$ cat src/rtl/dmux_feed_sched.sv
// dmux_feed_sched: FIFO-buffered word feeder for a 1:4 demux; define DMUX_FEED_RR_EN for round-robin sel
module dmux_feed_sched #(
  parameter int DW = 32,
  parameter int DEPTH = 4,
  parameter int AW = 2
) (
  input  logic          clk,
  input  logic          rst,
  input  logic [DW-1:0] in_data,
  input  logic [1:0]    in_dest,
  input  logic          in_valid,
  output logic          in_ready,
  output logic [DW-1:0] dout,
  output logic [1:0]    sel,
  output logic          out_valid,
  input  logic [3:0]    ch_ready,
  output logic [AW:0]   level
);
`ifdef DMUX_FEED_RR_EN
  localparam int EW = DW;
`else
  localparam int EW = DW + 2;
`endif
  localparam logic [AW:0] FULL = (AW + 1)'(DEPTH);
  logic [EW-1:0] mem_q [DEPTH];
  logic [EW-1:0] wdata, head;
  logic [AW-1:0] wr_ptr_q, wr_ptr_d, rd_ptr_q, rd_ptr_d;
  logic [AW:0] level_q, level_d;
  logic [DW-1:0] dout_q, dout_d;
  logic [1:0] sel_q, sel_d, rr_q, rr_d;
  logic out_valid_q, out_valid_d, wr, xfer, load;
`ifdef DMUX_FEED_RR_EN
  logic unused_dest;
  assign unused_dest = ^in_dest;
  assign wdata = in_data;
`else
  assign wdata = {in_dest, in_data};
`endif
  assign in_ready = !rst && level_q != FULL;
  assign wr = in_valid && in_ready;
  assign xfer = out_valid_q && ch_ready[sel_q];
  assign load = level_q != '0 && (!out_valid_q || xfer);
  assign head = mem_q[rd_ptr_q];
  assign dout = dout_q;
  assign sel = sel_q;
  assign out_valid = out_valid_q;
  assign level = level_q;
  // storage array; no reset needed since level gates every read
  always_ff @(posedge clk) if (wr) mem_q[wr_ptr_q] <= wdata;
  // next state: pointers wrap naturally at DEPTH, output register loads from head or clears on drain
  always_comb begin
    wr_ptr_d = wr ? wr_ptr_q + 1'b1 : wr_ptr_q;
    rd_ptr_d = load ? rd_ptr_q + 1'b1 : rd_ptr_q;
    level_d = level_q + {{AW{1'b0}}, wr} - {{AW{1'b0}}, load};
    out_valid_d = load ? 1'b1 : xfer ? 1'b0 : out_valid_q;
    dout_d = load ? head[DW-1:0] : xfer ? '0 : dout_q;
`ifdef DMUX_FEED_RR_EN
    sel_d = load ? rr_q : xfer ? 2'b00 : sel_q;
    rr_d = load ? rr_q + 1'b1 : rr_q;
`else
    sel_d = load ? head[DW+:2] : xfer ? 2'b00 : sel_q;
    rr_d = 2'b00;
`endif
  end
  // state registers with synchronous reset
  always_ff @(posedge clk) begin
    if (rst) begin
      wr_ptr_q <= '0;
      rd_ptr_q <= '0;
      level_q <= '0;
      out_valid_q <= 1'b0;
      dout_q <= '0;
      sel_q <= 2'b00;
      rr_q <= 2'b00;
    end else begin
      wr_ptr_q <= wr_ptr_d;
      rd_ptr_q <= rd_ptr_d;
      level_q <= level_d;
      out_valid_q <= out_valid_d;
      dout_q <= dout_d;
      sel_q <= sel_d;
      rr_q <= rr_d;
    end
  end
endmodule

$ cat config.mk
export PLATFORM = sky130hd
export DESIGN_NAME = dmux_feed_sched
export DESIGN_NICKNAME = d
export VERILOG_FILES = /design/src/rtl/dmux_feed_sched.sv
export SDC_FILE = /design/constraint.sdc
export NUM_CORES = 1
export LEC_CHECK = 0
export BUFFER_PORTS_ARGS = -buffer_cell sky130_fd_sc_hd__buf_2
export CAP_MARGIN = 20
export CORE_ASPECT_RATIO = 0.9
export CORE_MARGIN = 2
export CORE_UTILIZATION = 50
export CTS_BUF_LIST = sky130_fd_sc_hd__clkbuf_16
export DETAILED_ROUTE_END_ITERATION = 10
export GPL_ROUTABILITY_DRIVEN = 0
export GPL_TIMING_DRIVEN = 0
export PLACE_DENSITY = 0.73
export SLEW_MARGIN = 25
export SYNTH_ARGS = -nofsm -noshare
export SYNTH_HDL_FRONTEND = slang
export SYNTH_SLANG_ARGS = --single-unit
$ cat constraint.sdc
create_clock -name clk -period 2.35 [get_ports clk]
set_input_delay 0.1175 -clock clk [delete_from_list [all_inputs] [get_ports clk]]
set_output_delay 0.1175 -clock clk [all_outputs]
set_load 0.01 [all_outputs]
=== Word-level counts from Yosys, hierarchy flattened ===
Memory sizes are Yosys's and may differ from the RTL's. A register that Yosys moved wholly into a read port is not among the register bits.
Cells that the tools add are included.

* Divide/modulo/power cells: 0
* $add $sub $neg: 4
* Mux-type cells: 12
* Multiply operators: 0
* Bitwise operators: 0
* $lt $le $gt $ge: 1
* Shift operators: 0
* Reduce and logical (&&, ||, !) cells: 9
* Equality and inequality tests: 1

{| class="wikitable"
|+ Operators with widths
! kind !! number
|-
| 32-bit 2-to-1 mux || 2
|-
| 2-bit 2-to-1 mux || 4
|-
| 1-bit 2-to-1 mux || 5
|-
| 2-bit by 1-bit adder with 2-bit output, second input constant || 2
|-
| 1-bit logical AND || 4
|-
| 3-bit by 1-bit adder with 3-bit output || 1
|-
| 2-bit by 3-bit < comparator with 1-bit output, second input constant || 1
|-
| 3-bit != test, second input constant || 1
|-
| 3-bit nonzero test || 1
|-
| 3-bit by 1-bit subtractor with 3-bit output || 1
|-
| 1-bit binary-select mux with 2-bit select || 1
|-
| 1-bit zero test || 2
|-
| 2-bit nonzero test || 1
|-
| 1-bit logical OR || 1
|}

* Memories kept: 1
* Register bits: 42
* Memory bits (writable): 136
* Input port bits: 41
* Bits in read-only memories: 0
* Output and inout bits: 39
* Logic and storage cells: 34
* Bits in latches: 0

{| class="wikitable"
|+ Memory list
! name !! words !! bits a word !! rd ports !! clocked after memory_dff !! write ports !! line !! source
|-
| mem_q || 4 || 34 || 1 || 1 || 1 || 25 || <nowiki>logic [EW-1:0] mem_q [DEPTH];</nowiki>
|}

=== Depth between registers and ports, before layout ===
Gate-level depths: netlist of the first run.

* Word-level depth: 7
* Mapped depth: 13
* Gate-level depth less buffers: 11

=== Worst setup path after synthesis of the first run ===
OpenSTA, ideal clock, no wires.

* Path kind: register to register
* From: register sel_q[0] (netlist: sel[0])
* To: register level_q[2] (netlist: level[2])
* Path slack: -247 ps
* Cell stages (with the launch flop): 12
* Data required time: 2222 ps
* Clock period less this slack: 2597 ps
* Arrival time: 2470 ps
* Setup time: 128 ps
* Buffers on the path: 0
* Path through: dfxtp_1 > mux4_2 > o21ai_0 > inv_1 > ha_1 > inv_1 > ha_1 > inv_1 > fa_1 > xor2_1 > xnor2_1 > nor2_1

* Cells in the longest elaborated chain, start to end: 6

{| class="wikitable"
|+ RTL lines
! what !! line !! source
|-
| start: declaration || 30 || <nowiki>logic [1:0] sel_q, sel_d, rr_q, rr_d;</nowiki>
|-
| start signal: assignment || 81 || <nowiki>sel_q <= sel_d;</nowiki>
|-
| 1-bit binary-select mux with 2-bit select || 41 || <nowiki>assign xfer = out_valid_q && ch_ready[sel_q];</nowiki>
|-
| 1-bit 2-to-1 mux (implied by the code) || 41 ||
|-
| 1-bit logical AND || 41 ||
|-
| 1-bit logical OR || 42 || <nowiki>assign load = level_q != '0 && (!out_valid_q || xfer);</nowiki>
|-
| 1-bit logical AND || 42 ||
|-
| via load || 31 || <nowiki>logic out_valid_q, out_valid_d, wr, xfer, load;</nowiki>
|-
| 3-bit by 1-bit subtractor with 3-bit output || 54 || <nowiki>level_d = level_q + {{AW{1'b0}}, wr} - {{AW{1'b0}}, load};</nowiki>
|-
| end signal: assignment || 78 || <nowiki>level_q <= level_d;</nowiki>
|-
| end: declaration || 28 || <nowiki>logic [AW:0] level_q, level_d;</nowiki>
|}

The timed path passes the listed nets, and every way through them passes these cells. The select of a mux whose other input is x is not followed.
A chain may end at the register's enable or synchronous reset.

=== Worst setup path after layout of the first run ===
Same ends and word-level chain as after synthesis.

==> results of run 1 <==
## layout by cell type (no fill, tap or decap), types with 13 or more instances in the layout
cell type | Yosys | layout
a222oi_1 | 28 | 28
buf_2 | 4 | 82
clkbuf_16 | 0 | 18
dfxtp_1 | 44 | 41
dlygate4sd3_1 | 0 | 34
edfxtp_1 | 136 | 136
inv_1 | 8 | 13
mux2_2 | 18 | 18
mux4_2 | 35 | 35
nor2_1 | 36 | 36
## worst max-delay path, delay by kind of cell (launching register included)
| kind | cells | cell delay, ns |
|---|---|---|
| fa+ha+maj | 3 | 0.74 |
| mux | 1 | 0.53 |
| flops | 1 | 0.35 |
| xor+xnor | 2 | 0.31 |
| buf+inv | 3 | 0.17 |
| compound gates | 1 | 0.16 |
| simple gates | 1 | 0.05 |
## per-layer routing
layer / share of wire (%) / vias to the layer above
met1: 41 / 2137
li1: - / 1870
met4: 2.1 / 0
met5: 0 / -
met2: 52 / 123
met3: 5.2 / 27
## where the power goes
part / leakage (nW) / internal [mW] / switching [mW]
registers: 1.60 / 3.90 / 0.288
logic: 1.35 / 1.88 / 1.77
clock network: 0.276 / 1.36 / 1.09
## flip-flops by register name, indices dropped and copies added (netlist names), named ones only
name / flops
dout: 32
level: 3
rd_ptr_q: 2
wr_ptr_q: 2
out_valid: 1
sel: 2
mem_q: 136
## what timing repair did
action | 4_1_cts | 5_1_grt
endpoints found under the hold margin | 136 | 0
resized for setup | 3 | 5
hold buffers | 34 | 0
setup buffers | 6 | 3
pin swaps | 4 | 1
endpoints found under the setup margin | 2 | 6
## cell families after synthesis
group                    count (synthesis)
XOR/XNOR                                 4
buffers and inverters                   35
adder cells (fa/ha/maj)                  7
AND/OR/NAND/NOR                         54
multiplexers                            65
AO/OA/AOI/OAI                           47
flip-flops                             180
## how the worst max path moves through the flow
stage,startpoint,to,depth (start not counted)
after floorplan,sel[0],level[2],11
after global placement,level[0],mem_q[2][18],3
after detailed placement,level[2],level[2],13
after CTS,sel[0],level[2],11
after global routing,sel[0],level[2],11
final,sel[0],level[2],11
## metrics by stage
stage / cells / setup WS (ns)
global route: 740 / -0.232
CTS: 738 / -0.0530
floorplan: 392 / -0.0503
finish: 740 / -0.0776
global placement: 663 / -0.552
detailed placement: 667 / -0.186
## cells in the mapped netlist (2+ instances only)
cell type and n:
o21ai_0 6, edfxtp_1 136, xor2_1 2, inv_1 8
a222oi_1 28, mux4_2 35, buf_2 4, a32oi_1 2
clkbuf_1 12, a21o_1 2, mux2_4 10, and2_1 4
mux2_2 18, a21oi_1 7, or3_1 2, ha_1 6
nor2_1 36, dfxtp_1 44, buf_6 11, nand3_1 4
nand2_1 2, mux2i_1 2, xnor2_1 2
## area by class of cell
cell class / count / area (um^2)
fill: 1016 / 5200
sequential: 180 / 4980
multi-input combinational: 177 / 1950
timing repair buffer: 125 / 878
clock buffer: 18 / 450
tap: 193 / 241
buffer: 25 / 176
clock inverter: 14 / 57.6
inverter: 8 / 30.0
==> impl_metrics.ini, run 1 <==
[global_routing]
grt_remaining_overflow = 0
grt_usage_pct = 20.1
met2_usage_pct = 34.2
grt_max_degree = 25
use_met1_pct = 25.3
grt_pass1_vias = 4200
grt.busiest_layer = met2
grt_pass1_wl_um = 22300
met3_usage_pct = 4.23
antenna_found_initial = 0

[outcome]
violations = negative setup slack
outcome = finished, violations left

[synth]
syn-instance-count = 392
synth_nets = 440
synth_edf_count = 136
synth_top_area_cell = edfxtp_1
ys.flop_type = edfxtp_1
syn_avg_cell_area_um2 = 18.1
yosys_warnings = 0
synth_cell_types = 32
synthMuxAreaShare_pct = 16.3
synth_simple_gate_area_share_pct = 3.36
synth_fa_ha_area_share_pct = 1.34
synth-seq-area-share_pct = 69.9
synth_area_leaders = edfxtp_1 57%, dfxtp_1 12%, mux4_2 11%
synth_top_family_by_area = multiplexers
synth_compound_area_share_pct = 5.53
synth_area_mm2 = 0.00711
async_reset_ff_share_pct = 0
yosys.area.top_type_share_pct = 57.5
ys_ff_latch = 180
yosys.area_share.xor_xnor_pct = 0.493

[timing]
holdWs_ns = 0.178
setup_tns_ns = -0.0776
final.setup_skew_ns = 0.00670
tightest_slew_ns = 0.782
setup_ws_ns = -0.0776
fmax_mhz = 412
maxSlewHeadroom_pct = 47.4
finalSetupViolCount = 1
period_needed_ns = 2.43
finalHoldViolCount = 0
period_share_pct = 103
drv_slew = 0
rsz0062_at_grt = true

[cts]
cts_root_buf = clkbuf_16
clockBufferDepth = 2
htreeDepth = 4
tritoncts = yes
clk_pin_slew_ns = 0.06
cts.sinks = 180
clk_latency_ns = 0.43
cts_buffers = 17

[detailed_routing]
wire_per_inst_um = 19.6
first_iter_violations = 367
num_vias = 4157
ant_nets = 0
drtPass1Iterations = 6
drt_wl_total_um = 14500
drc_errors = 0
viasPerCell = 5.62

[place]
placed_area_mm2 = 0.00784
dp_hpwl_um = 9220
portBuffers = 78

[floorplanning]
row_count = 41
num_io_pins = 80
dieArea_mm2 = 0.0152
start_util_pct = 50.9
die-height_um = 117
die_width_um = 130
core_mm2 = 0.0140

[cells_and_area]
syn2layout_area_growth_pct = 23.2
final_nets = 582
final_area_mm2 = 0.00876
drive_gt1_share_pct = 37.7
utilization_pct = 62.8
diodes = 0

[worst_setup_path]
end_kind = flop
max_stage_delay_ns = 0.53
reg2reg_depth = 11
start_kind = flop
critical_path.cell_chain = mux4_2 -> o21ai_2 -> inv_1 -> ha_1 -> inv_1 -> ha_1 -> inv_2 -> fa_2 -> xor2_1 -> xnor2_1 -> nor2_1
regToRegSetupSlack_ns = -0.08
arrival_ns = 2.73
path_class = flop to flop
crit_required_ns = 2.65
crit_path_max_fanout = 2
reg2reg_from = sel[0]
cpMaxStageDelayCell = mux4_2
r2r_end = level[2]

[hold_path]
min_from = rst
worstHoldPathType = input pin to flop
hold_depth = 2
min_to = dout[27]

[pwr]
peakVddDrop_mv = 0.640
powerDensity_mw_per_mm2 = 1170
power.total_mw = 10.3
cellLeakagePower_nw = 3.22

[flow_run]
timing.max_cap.violations = 0
Power figures use the tool's default switching activity.
==> run 2, diff against run 1 <==
--- a/config.mk
+++ b/config.mk
@@ -15,6 +15,7 @@
 export GPL_ROUTABILITY_DRIVEN = 0
 export GPL_TIMING_DRIVEN = 0
 export PLACE_DENSITY = 0.73
+export SKIP_CTS_REPAIR_TIMING = 1
 export SLEW_MARGIN = 25
 export SYNTH_ARGS = -nofsm -noshare
 export SYNTH_HDL_FRONTEND = slang
==> run 2 against run 1 <==
The run still ends with negative setup slack left. Non-clock buffer count unchanged. Power increased by 0.84%. Combinational power increased by 2%. First-iteration DRC count increased by 7.4%. Wire length increased by 0.65%. Setup slack improved by 0.040 ns. Clock-buffer cell count unchanged. Critical path type unchanged. Clock power about the same. Sequential power about the same.
==> impl_metrics.ini, run 2 (synthesis results as in run 1) <==
[timing]
holdWs_ns = 0.177
rsz0062_at_grt = true
setup_tns_ns = -0.0371
tightest_slew_ns = 0.761
fmax_mhz = 419
setup_ws_ns = -0.0371
final.setup_skew_ns = 0.00600
finalSetupViolCount = 1
period_share_pct = 102
drv_slew = 0
finalHoldViolCount = 0
maxSlewHeadroom_pct = 48.8
period_needed_ns = 2.39

[pwr]
cellLeakagePower_nw = 3.22
powerDensity_mw_per_mm2 = 1180
peakVddDrop_mv = 0.639

[cts]
cts.sinks = 180
clk_latency_ns = 0.43
cts_buffers = 17
htreeDepth = 4
cts_root_buf = clkbuf_16
clk_pin_slew_ns = 0.06
clockBufferDepth = 2
tritoncts = yes

[worst_setup_path]
reg2reg_from = sel[0]
crit_required_ns = 2.65
path_class = flop to flop
r2r_end = level[2]
cp-startpoint = sel[0]
crit_path_max_fanout = 3
start_kind = flop
reg2reg_depth = 11
regToRegSetupSlack_ns = -0.04
arrival_ns = 2.69
end_kind = flop

[place]
place_inst = 667
dp_hpwl_um = 9220
portBuffers = 78

[detailed_routing]
ant_nets = 0
drc_errors = 0
num_vias = 4166
first_iter_violations = 394
viasPerCell = 5.63
wire_per_inst_um = 19.8
drt_wl_total_um = 14600
drtPass1Iterations = 5

[cells_and_area]
top_register = mem_q
largest_reg_flops = 136
final_nets = 582
utilization_pct = 63.0
final_cell_mix = 136 x edfxtp_1, 82 x buf_2, 41 x dfxtp_1, 36 x nor2_1, 35 x mux4_2
syn2layout_area_growth_pct = 23.7
multi_input_area_mm2 = 0.00198
ff_latch_area_mm2 = 0.00498
fill_cells = 1008
drive_gt1_share_pct = 38.4
diodes = 0
instances_no_fill = 740
final_common_cell = edfxtp_1

[global_routing]
grt_remaining_overflow = 0
grt_pass1_wl_um = 21300
antenna_found_initial = 0
grt_max_degree = 25
grt_pass1_vias = 3962
grt_usage_pct = 19.4

[hold_path]
min_to = dout[27]
worstHoldPathType = input pin to flop
min_from = rst
hold_depth = 2

[floorplanning]
dieArea_mm2 = 0.0152
core_mm2 = 0.0140
row_count = 41
die-height_um = 117
start_util_pct = 50.9
die_width_um = 130
num_io_pins = 80

[outcome]
outcome = finished, violations left
violations = negative setup slack

[flow_run]
timing.max_cap.violations = 0
[run 2: critical path, cell delays in order, from the launching register on]
cell and delay [ns]:
dfxtp_4 0.36, mux4_2 0.57, o21ai_4 0.17, inv_2 0.06, ha_4 0.21, inv_2 0.06, ha_4 0.12, inv_2 0.03
fa_2 0.35, xor2_1 0.16, xnor2_1 0.13, nor2_1 0.05
[run 2: worst max path at each step]
stage,end,cells past startpoint
2_1_floorplan,level[2],11
3_3_place_gp,mem_q[2][18],3
3_5_place_dp,level[2],13
4_1_cts,level[2],13
5_1_grt,level[2],11
6_report,level[2],11
[run 2: power by group]
part / internal (mW) / switching (mW) / leakage [nW] / total, mW
combinational: 1.92 / 1.79 / 1.34 / 3.71
clock: 1.36 / 1.08 / 0.276 / 2.45
sequential: 3.90 / 0.318 / 1.60 / 4.22
total: 7.19 / 3.19 / 3.22 / 10.4
[run 2: per-layer routing]
layer	track usage (%)	vias up	wire length [um]
met2	32.6	127	7550
met4	7.60	0	275
met1	24.6	2143	6030
met5	0	-	0
met3	4.73	25	773
li1	-	1871	-
[run 2: metrics by stage]
step	worst slack, ns	cell area [um^2]	total power, mW
after floorplan	-0.0503	7120	6.76
after global placement	-0.552	7760	7.61
after detailed placement	-0.186	7840	7.77
after CTS	-0.199	8350	10.2
after global routing	-0.148	8790	10.9
final	-0.0371	8790	10.4
[run 2: final cells by class]
type | instances | share of cell area [%]
plain buffers | 26 | 2.05
clock buffers | 18 | 5.12
clock inverters | 14 | 0.655
inverters | 8 | 0.342
multi-input cells | 177 | 22.6
flip-flops and latches | 180 | 56.6
well taps | 193 | 2.75
repair buffers | 124 | 9.91
